### src/rtl/stage1_assemble_module.sv
`default_nettype none
// +--------------------------------------------------------------------------+
// | stage1_assemble_module: packs byte-serial messages MSB-first into three  |
// | 264-bit lanes and emits them as a group. Optional: STAGE1_MSG_COUNT_EN.  |
// | Revision: 1.0                                                            |
// +--------------------------------------------------------------------------+
module stage1_assemble_module #(
  parameter int DATA_BYTES   = 33,
  parameter int IDLE_TIMEOUT = 255,
  parameter int CNT_BITS     = 8
) (
  input  logic                    clk,
  input  logic                    rst,
  input  logic [7:0]              byte_in,
  input  logic                    byte_valid,
  input  logic                    byte_last,
  input  logic                    flush,
  output logic                    message_en_out,
  output logic [2:0]              lane_valid,
  output logic [DATA_BYTES*8-1:0] original_data_1,
  output logic [DATA_BYTES*8-1:0] original_data_2,
  output logic [DATA_BYTES*8-1:0] original_data_3,
  output logic                    overflow_err
`ifdef STAGE1_MSG_COUNT_EN
  ,
  output logic [31:0]             msg_cnt,
  output logic [31:0]             drop_cnt
`endif
);

  localparam int W    = DATA_BYTES * 8;
  localparam int BC_W = $clog2(DATA_BYTES + 1);
  localparam logic [BC_W-1:0]   BC_MAX = BC_W'(DATA_BYTES);
  localparam logic [CNT_BITS:0] TO_VAL = (CNT_BITS + 1)'(IDLE_TIMEOUT);

  typedef enum logic [1:0] {
    S_IDLE = 2'd0,
    S_FILL = 2'd1,
    S_WAIT = 2'd2,
    S_DROP = 2'd3
  } state_t;

  state_t              state_q, state_d;
  logic [1:0]          lane_idx_q, lane_idx_d;
  logic [BC_W-1:0]     byte_cnt_q, byte_cnt_d;
  logic [CNT_BITS-1:0] idle_cnt_q, idle_cnt_d;
  logic [W-1:0]        lane_buf_q [3];
  logic [W-1:0]        lane_buf_d [3];
  logic [W-1:0]        out_data_q [3];
  logic [W-1:0]        out_data_d [3];
  logic [2:0]          lane_valid_q, lane_valid_d;
  logic                msg_en_q, msg_en_d;
  logic                ovf_q, ovf_d;

  logic                start;
  logic                in_msg;
  logic                ovf_hit;
  logic                lane_done;
  logic                drop_end;
  logic                emit;
  logic [1:0]          emit_n;
  logic [BC_W-1:0]     eff_cnt;
  logic [CNT_BITS:0]   idle_next;

`ifdef STAGE1_MSG_COUNT_EN
  logic [31:0]         msg_cnt_q, msg_cnt_d;
  logic [31:0]         drop_cnt_q, drop_cnt_d;
`endif

  always_comb begin
    state_d      = state_q;
    lane_idx_d   = lane_idx_q;
    byte_cnt_d   = byte_cnt_q;
    idle_cnt_d   = idle_cnt_q;
    lane_buf_d   = lane_buf_q;
    out_data_d   = out_data_q;
    lane_valid_d = lane_valid_q;
    msg_en_d     = 1'b0;
    ovf_d        = 1'b0;
    emit         = 1'b0;
    emit_n       = 2'd0;

    start     = byte_valid && (state_q == S_IDLE || state_q == S_WAIT);
    in_msg    = byte_valid && (start || state_q == S_FILL);
    eff_cnt   = start ? '0 : byte_cnt_q;
    ovf_hit   = in_msg && (eff_cnt == BC_MAX);
    lane_done = in_msg && byte_last && !ovf_hit;
    drop_end  = byte_valid && byte_last && (ovf_hit || state_q == S_DROP);
    idle_next = {1'b0, idle_cnt_q} + (CNT_BITS + 1)'(1);

    // A new message clears its lane so unwritten tail bytes read as zero.
    if (start) begin
      lane_buf_d[lane_idx_q] = '0;
    end
    if (in_msg && !ovf_hit) begin
      lane_buf_d[lane_idx_q][W - 1 - 8 * int'(eff_cnt) -: 8] = byte_in;
    end

    case (state_q)
      S_IDLE, S_WAIT: begin
        if (byte_valid) begin
          state_d    = S_FILL;
          byte_cnt_d = BC_W'(1);
        end
      end
      S_FILL: begin
        if (byte_valid) begin
          if (ovf_hit) begin
            if (byte_last) begin
              state_d = (lane_idx_q != 2'd0) ? S_WAIT : S_IDLE;
            end else begin
              state_d = S_DROP;
            end
          end else begin
            byte_cnt_d = byte_cnt_q + 1'b1;
          end
        end
      end
      S_DROP: begin
        if (byte_valid && byte_last) begin
          state_d = (lane_idx_q != 2'd0) ? S_WAIT : S_IDLE;
        end
      end
      default: state_d = S_IDLE;
    endcase

    if (lane_done) begin
      byte_cnt_d = '0;
      if (lane_idx_q == 2'd2) begin
        emit   = 1'b1;
        emit_n = 2'd3;
      end else begin
        lane_idx_d = lane_idx_q + 2'd1;
        state_d    = S_WAIT;
      end
    end

    // The idle timer only runs while completed lanes wait for more traffic.
    if (state_q == S_WAIT && !byte_valid) begin
      if (IDLE_TIMEOUT != 0) begin
        idle_cnt_d = idle_next[CNT_BITS-1:0];
        if (idle_next == TO_VAL) begin
          emit   = 1'b1;
          emit_n = lane_idx_q;
        end
      end
    end else begin
      idle_cnt_d = '0;
    end

    ovf_d = drop_end;

    // Flush acts after the current byte, so a just-finished lane is included.
    if (flush) begin
      emit_n     = lane_done ? (lane_idx_q + 2'd1) : lane_idx_q;
      emit       = (emit_n != 2'd0);
      ovf_d      = 1'b0;
      byte_cnt_d = '0;
    end

    if (emit || flush) begin
      state_d    = S_IDLE;
      lane_idx_d = 2'd0;
      idle_cnt_d = '0;
    end

    if (emit) begin
      msg_en_d = 1'b1;
      for (int k = 0; k < 3; k++) begin
        out_data_d[k] = (k < int'(emit_n)) ? lane_buf_d[k] : '0;
      end
      case (emit_n)
        2'd1:    lane_valid_d = 3'b001;
        2'd2:    lane_valid_d = 3'b011;
        2'd3:    lane_valid_d = 3'b111;
        default: lane_valid_d = 3'b000;
      endcase
    end
  end

`ifdef STAGE1_MSG_COUNT_EN
  always_comb begin
    msg_cnt_d  = msg_cnt_q;
    drop_cnt_d = drop_cnt_q;
    if (emit) begin
      msg_cnt_d = msg_cnt_q + {30'd0, emit_n};
    end
    if (ovf_d) begin
      drop_cnt_d = drop_cnt_q + 32'd1;
    end
  end

  always_ff @(posedge clk) begin
    if (rst) begin
      msg_cnt_q  <= '0;
      drop_cnt_q <= '0;
    end else begin
      msg_cnt_q  <= msg_cnt_d;
      drop_cnt_q <= drop_cnt_d;
    end
  end

  assign msg_cnt  = msg_cnt_q;
  assign drop_cnt = drop_cnt_q;
`endif

  always_ff @(posedge clk) begin
    if (rst) begin
      state_q      <= S_IDLE;
      lane_idx_q   <= 2'd0;
      byte_cnt_q   <= '0;
      idle_cnt_q   <= '0;
      lane_buf_q   <= '{default: '0};
      out_data_q   <= '{default: '0};
      lane_valid_q <= 3'b000;
      msg_en_q     <= 1'b0;
      ovf_q        <= 1'b0;
    end else begin
      state_q      <= state_d;
      lane_idx_q   <= lane_idx_d;
      byte_cnt_q   <= byte_cnt_d;
      idle_cnt_q   <= idle_cnt_d;
      lane_buf_q   <= lane_buf_d;
      out_data_q   <= out_data_d;
      lane_valid_q <= lane_valid_d;
      msg_en_q     <= msg_en_d;
      ovf_q        <= ovf_d;
    end
  end

  assign message_en_out  = msg_en_q;
  assign lane_valid      = lane_valid_q;
  assign original_data_1 = out_data_q[0];
  assign original_data_2 = out_data_q[1];
  assign original_data_3 = out_data_q[2];
  assign overflow_err    = ovf_q;

endmodule
`default_nettype wire

### config.mk
export PLATFORM = sky130hd
export DESIGN_NAME = stage1_assemble_module
export DESIGN_NICKNAME = d
export VERILOG_FILES = /design/src/rtl/stage1_assemble_module.sv
export SDC_FILE = /design/constraint.sdc
export NUM_CORES = 2
export LEC_CHECK = 0
export CAP_MARGIN = 20
export CORE_MARGIN = 2
export CORE_UTILIZATION = 55
export DETAILED_ROUTE_END_ITERATION = 6
export GPL_TIMING_DRIVEN = 0
export PLACE_DENSITY_LB_ADDON = 0.2
export SLEW_MARGIN = 20
export SYNTH_ARGS = -nofsm -noshare
export SYNTH_HDL_FRONTEND = slang
export SYNTH_SLANG_ARGS = --single-unit
export TNS_END_PERCENT = 50
### constraint.sdc
create_clock -name clk -period 6.55 [get_ports clk]
set_clock_uncertainty 0.05 [all_clocks]
set_input_delay 0.655 -clock clk [delete_from_list [all_inputs] [get_ports clk]]
set_output_delay 0.655 -clock clk [all_outputs]
set_load 0.01 [all_outputs]
==> results.md <==
* Initial Util at 0.5565
* Via Count at 44408
* Critical path's top delay family: buffers and inverters
* Comb power frac at 0.033
* Worst r2r src: state_q[0]
* Most numerous cell in the Yosys netlist: dfxtp_1
* H-tree depth at 4
* Multi-input gate area at 17990 sq um
* Clock Path Buffers at 3
* TritonCTS buffer count at 154
* Sequential cell fraction of total power at 0.500
* CP max stage cell: clkbuf_1
* Synth async-reset ratio at 0
* RD Place Congestion at 0.9149
* Clock Tree Root: clkbuf_16
* Slowest cell delay on critical path at 0.93 ns
* Endpoints failing setup at 0
* Die area at 97200 sq um
* Sw power at 4.369 mW
* Setup slack at placement at 0.8378 ns
* Min cycle time layout at 5.238 ns
* Status: complete, no violations
* Die Y at 311.8 microns
* Syn_nets at 4915
* Max Cap Viol at 0
* Max Freq at 0.1909 GHz
* Hold_sp: byte_in[7]
* Min-delay worst type: primary input to flip-flop
* Ports at 810
* Bufs and invs on worst path at 6
* Number of global-route vias before repair at 42252
* Num rows at 112
* Clock slew at reported path FFs at 0.06 ns
* CP startpoint kind: flip-flop
* Final Hold Violating Endpoints at 0
* Post-DP HPWL at 136.1 mm
* Fin Setup TNS at 0 ns
* Static leakage at 24.32 nW
* DR DRC count at 0
* CP dominant cell by count: buf_2
* Detailed Routing Iterations Pass 1 at 7
* Die W at 311.8 microns
* Placed cells at 6958
* Post-synth EDFFs at 0
* Layout Utilization at 0.7166
* Power per cell area at 291.6 nW/um^2
* Synth unique cells at 57
* RSZ-0062 raised after global routing: false
* First DRT Iteration DRCs at 4547
* Crit path cell chain: buf_2 -> nand2b_1 -> buf_2 -> nand2_1 -> inv_1 -> ha_1 -> nand2_1 -> o31ai_1 -> o211ai_1 -> o31a_1 -> o21ai_0 -> nor2b_1 -> buf_2 -> clkbuf_1 -> clkbuf_1 -> a22o_1
* Clk network pwr share at 0.467
* Fill cells at 7046
* Internal at 15.19 mW
* Final worst setup slack at 1.312 ns
* Slew Limit Headroom at 0.1979
* Area grow syn2layout at 28.77%
* Finished Layout Cells at 7238
* GRT Resource Usage Total at 0.3768
* Area share of the largest cell type after synthesis at 0.6175
* Leading cell types by count after synthesis: dfxtp_1 (1607), a22o_1 (771), nand3_1 (587)
* Warnings, synthesis at 0
* First-pass GRT wire length at 275.8 mm
* Global route total overflow at 0
* Post-cts resize count at 0
* Proportion of layout cells with a drive suffix above 1 at 0.06408
* Critical Path End Type: flip-flop
* ANT nets after route at 0
* Cell accounting for the most synthesized area: dfxtp_1
* CTS tree: yes
* # hold bufs at CTS at 0
* CORE AREA at 93610 sq um
* Drt total wl at 191.0 mm
* Top post-synthesis cells by area: dfxtp_1 (62%), a22o_1 (13%), nand3_1 (5.6%)
* Post-synthesis instance total at 4894
* Overall Power at 19.56 mW
* Worst slew pin tran at 1.203 ns
* Initial antenna violation count at 7
* Routed wire length per instance at 26.39 microns
* Worst Setup Path Type: flip-flop to flip-flop
* Largest net degree at the start of global routing at 17
* Peak supply drop at 0.2242 mV
* Reg area at 32170 sq um
* Synthesized area at 52090 sq um
* Vias per cell at 6.135
* CP Launch Point: state_q[0]
* Fin. max-slew vios at 0
* Setup Buffers After CTS at 0
* Crit path arrival time at 5.88 ns
* Register area share after synthesis at 0.6175
* CP max FO at 10
* CP required at 7.19 ns
* Main flop type after synthesis: dfxtp_1
* Net count, final at 5881
* Fin crit share at 0.7997
* # port buffers at 800
* Sw frac at 0.2234
* Clk_lat worst skew at 0.76 ns
* Clock sink count at 1607
* Seq cells post-synth at 1607
* Synthesized area per cell at 10.64 sq um
per-layer routing:
| metal | vias up | GRT usage | part of all wire |
|---|---|---|---|
| li1 | 19660 | - | - |
| met1 | 21914 | 0.4731 | 0.39 |
| met2 | 2322 | 0.5969 | 0.45 |
| met3 | 512 | 0.09184 | 0.097 |
| met4 | 0 | 0.2077 | 0.063 |
| met5 | - | 0 | 0 |
power groups by stage:
stage          clock, mW  combinational, mW  sequential [mW]
2_1_floorplan          0              0.323             10.0
3_3_place_gp           0              0.611             10.0
3_5_place_dp           0              0.618             10.0
4_1_cts             9.11              0.621             9.78
5_1_grt             9.51              0.663             9.78
6_report            9.13              0.645             9.78
worst min-delay path: cells and delay by family:
kind / cells / cell delay, ns
simple gates: 1 / 0.14
buf+inv: 1 / 0.29
compound gates: 1 / 0.07
worst paths after layout:
kind,to,slack [ns],depth (start not counted)
worst max-delay path,original_data_3[242],1.31,16
worst min-delay path,lane_buf_q[559],0.41,3
worst max register to register,original_data_3[242],1.31,16
worst min register to register,idle_cnt_q[0],0.41,1
layout by cell type (no fill, tap or decap), types with 9 or more instances in the layout:
cell type,synthesis,final
a21oi_1,64,62
a22o_1,771,771
a31oi_1,18,18
buf_1,46,46
buf_2,88,88
bufinv_16,0,9
clkbuf_1,333,358
clkbuf_16,0,161
clkbuf_2,0,9
clkbuf_8,0,41
clkdlybuf4s50_1,0,800
clkinv_2,0,16
dfxtp_1,1607,1607
inv_1,38,38
mux2i_1,207,207
nand2_1,346,346
nand2b_1,11,11
nand3_1,587,587
nand4_1,27,27
nor2_1,81,80
o211ai_1,9,9
o21ai_0,526,526
o32ai_1,21,21
or3_1,10,10
registers in the layout (all words and copies together) (netlist names):
name,flops
state_q,2
original_data_1,264
overflow_err,1
original_data_2,264
idle_cnt_q,8
message_en_out,1
lane_buf_q,792
byte_cnt_q,6
lane_valid,3
lane_idx_q,2
original_data_3,264
through the flow:
step,hold WS [ns],instance area [sq um]
3_5_place_dp,0.4027,61840
5_1_grt,0.4138,67070
2_1_floorplan,0.3797,52100
3_3_place_gp,0.3945,61670
4_1_cts,0.3656,67060
6_report,0.4072,67080
logic make-up after synthesis:
| group | Yosys count | share of synthesized area |
|---|---|---|
| flops | 1607 | 0.6175 |
| simple gates | 1107 | 0.09905 |
| mux | 213 | 0.04107 |
| xor+xnor | 13 | 0.002186 |
| buf+inv | 505 | 0.03850 |
| fa+ha+maj | 8 | 0.001921 |
| compound gates | 1441 | 0.1997 |
cell type report:
cell class,instances,share of cell area
repair buffers,810,0.1208
inverters,38,0.002126
clock inverters,37,0.007367
clock buffers,236,0.07037
well taps,1254,0.02339
flip-flops and latches,1607,0.4796
diodes,7,0.0002611
multi-input cells,2782,0.2681
plain buffers,467,0.02794
Power figures use the tool's default switching activity.
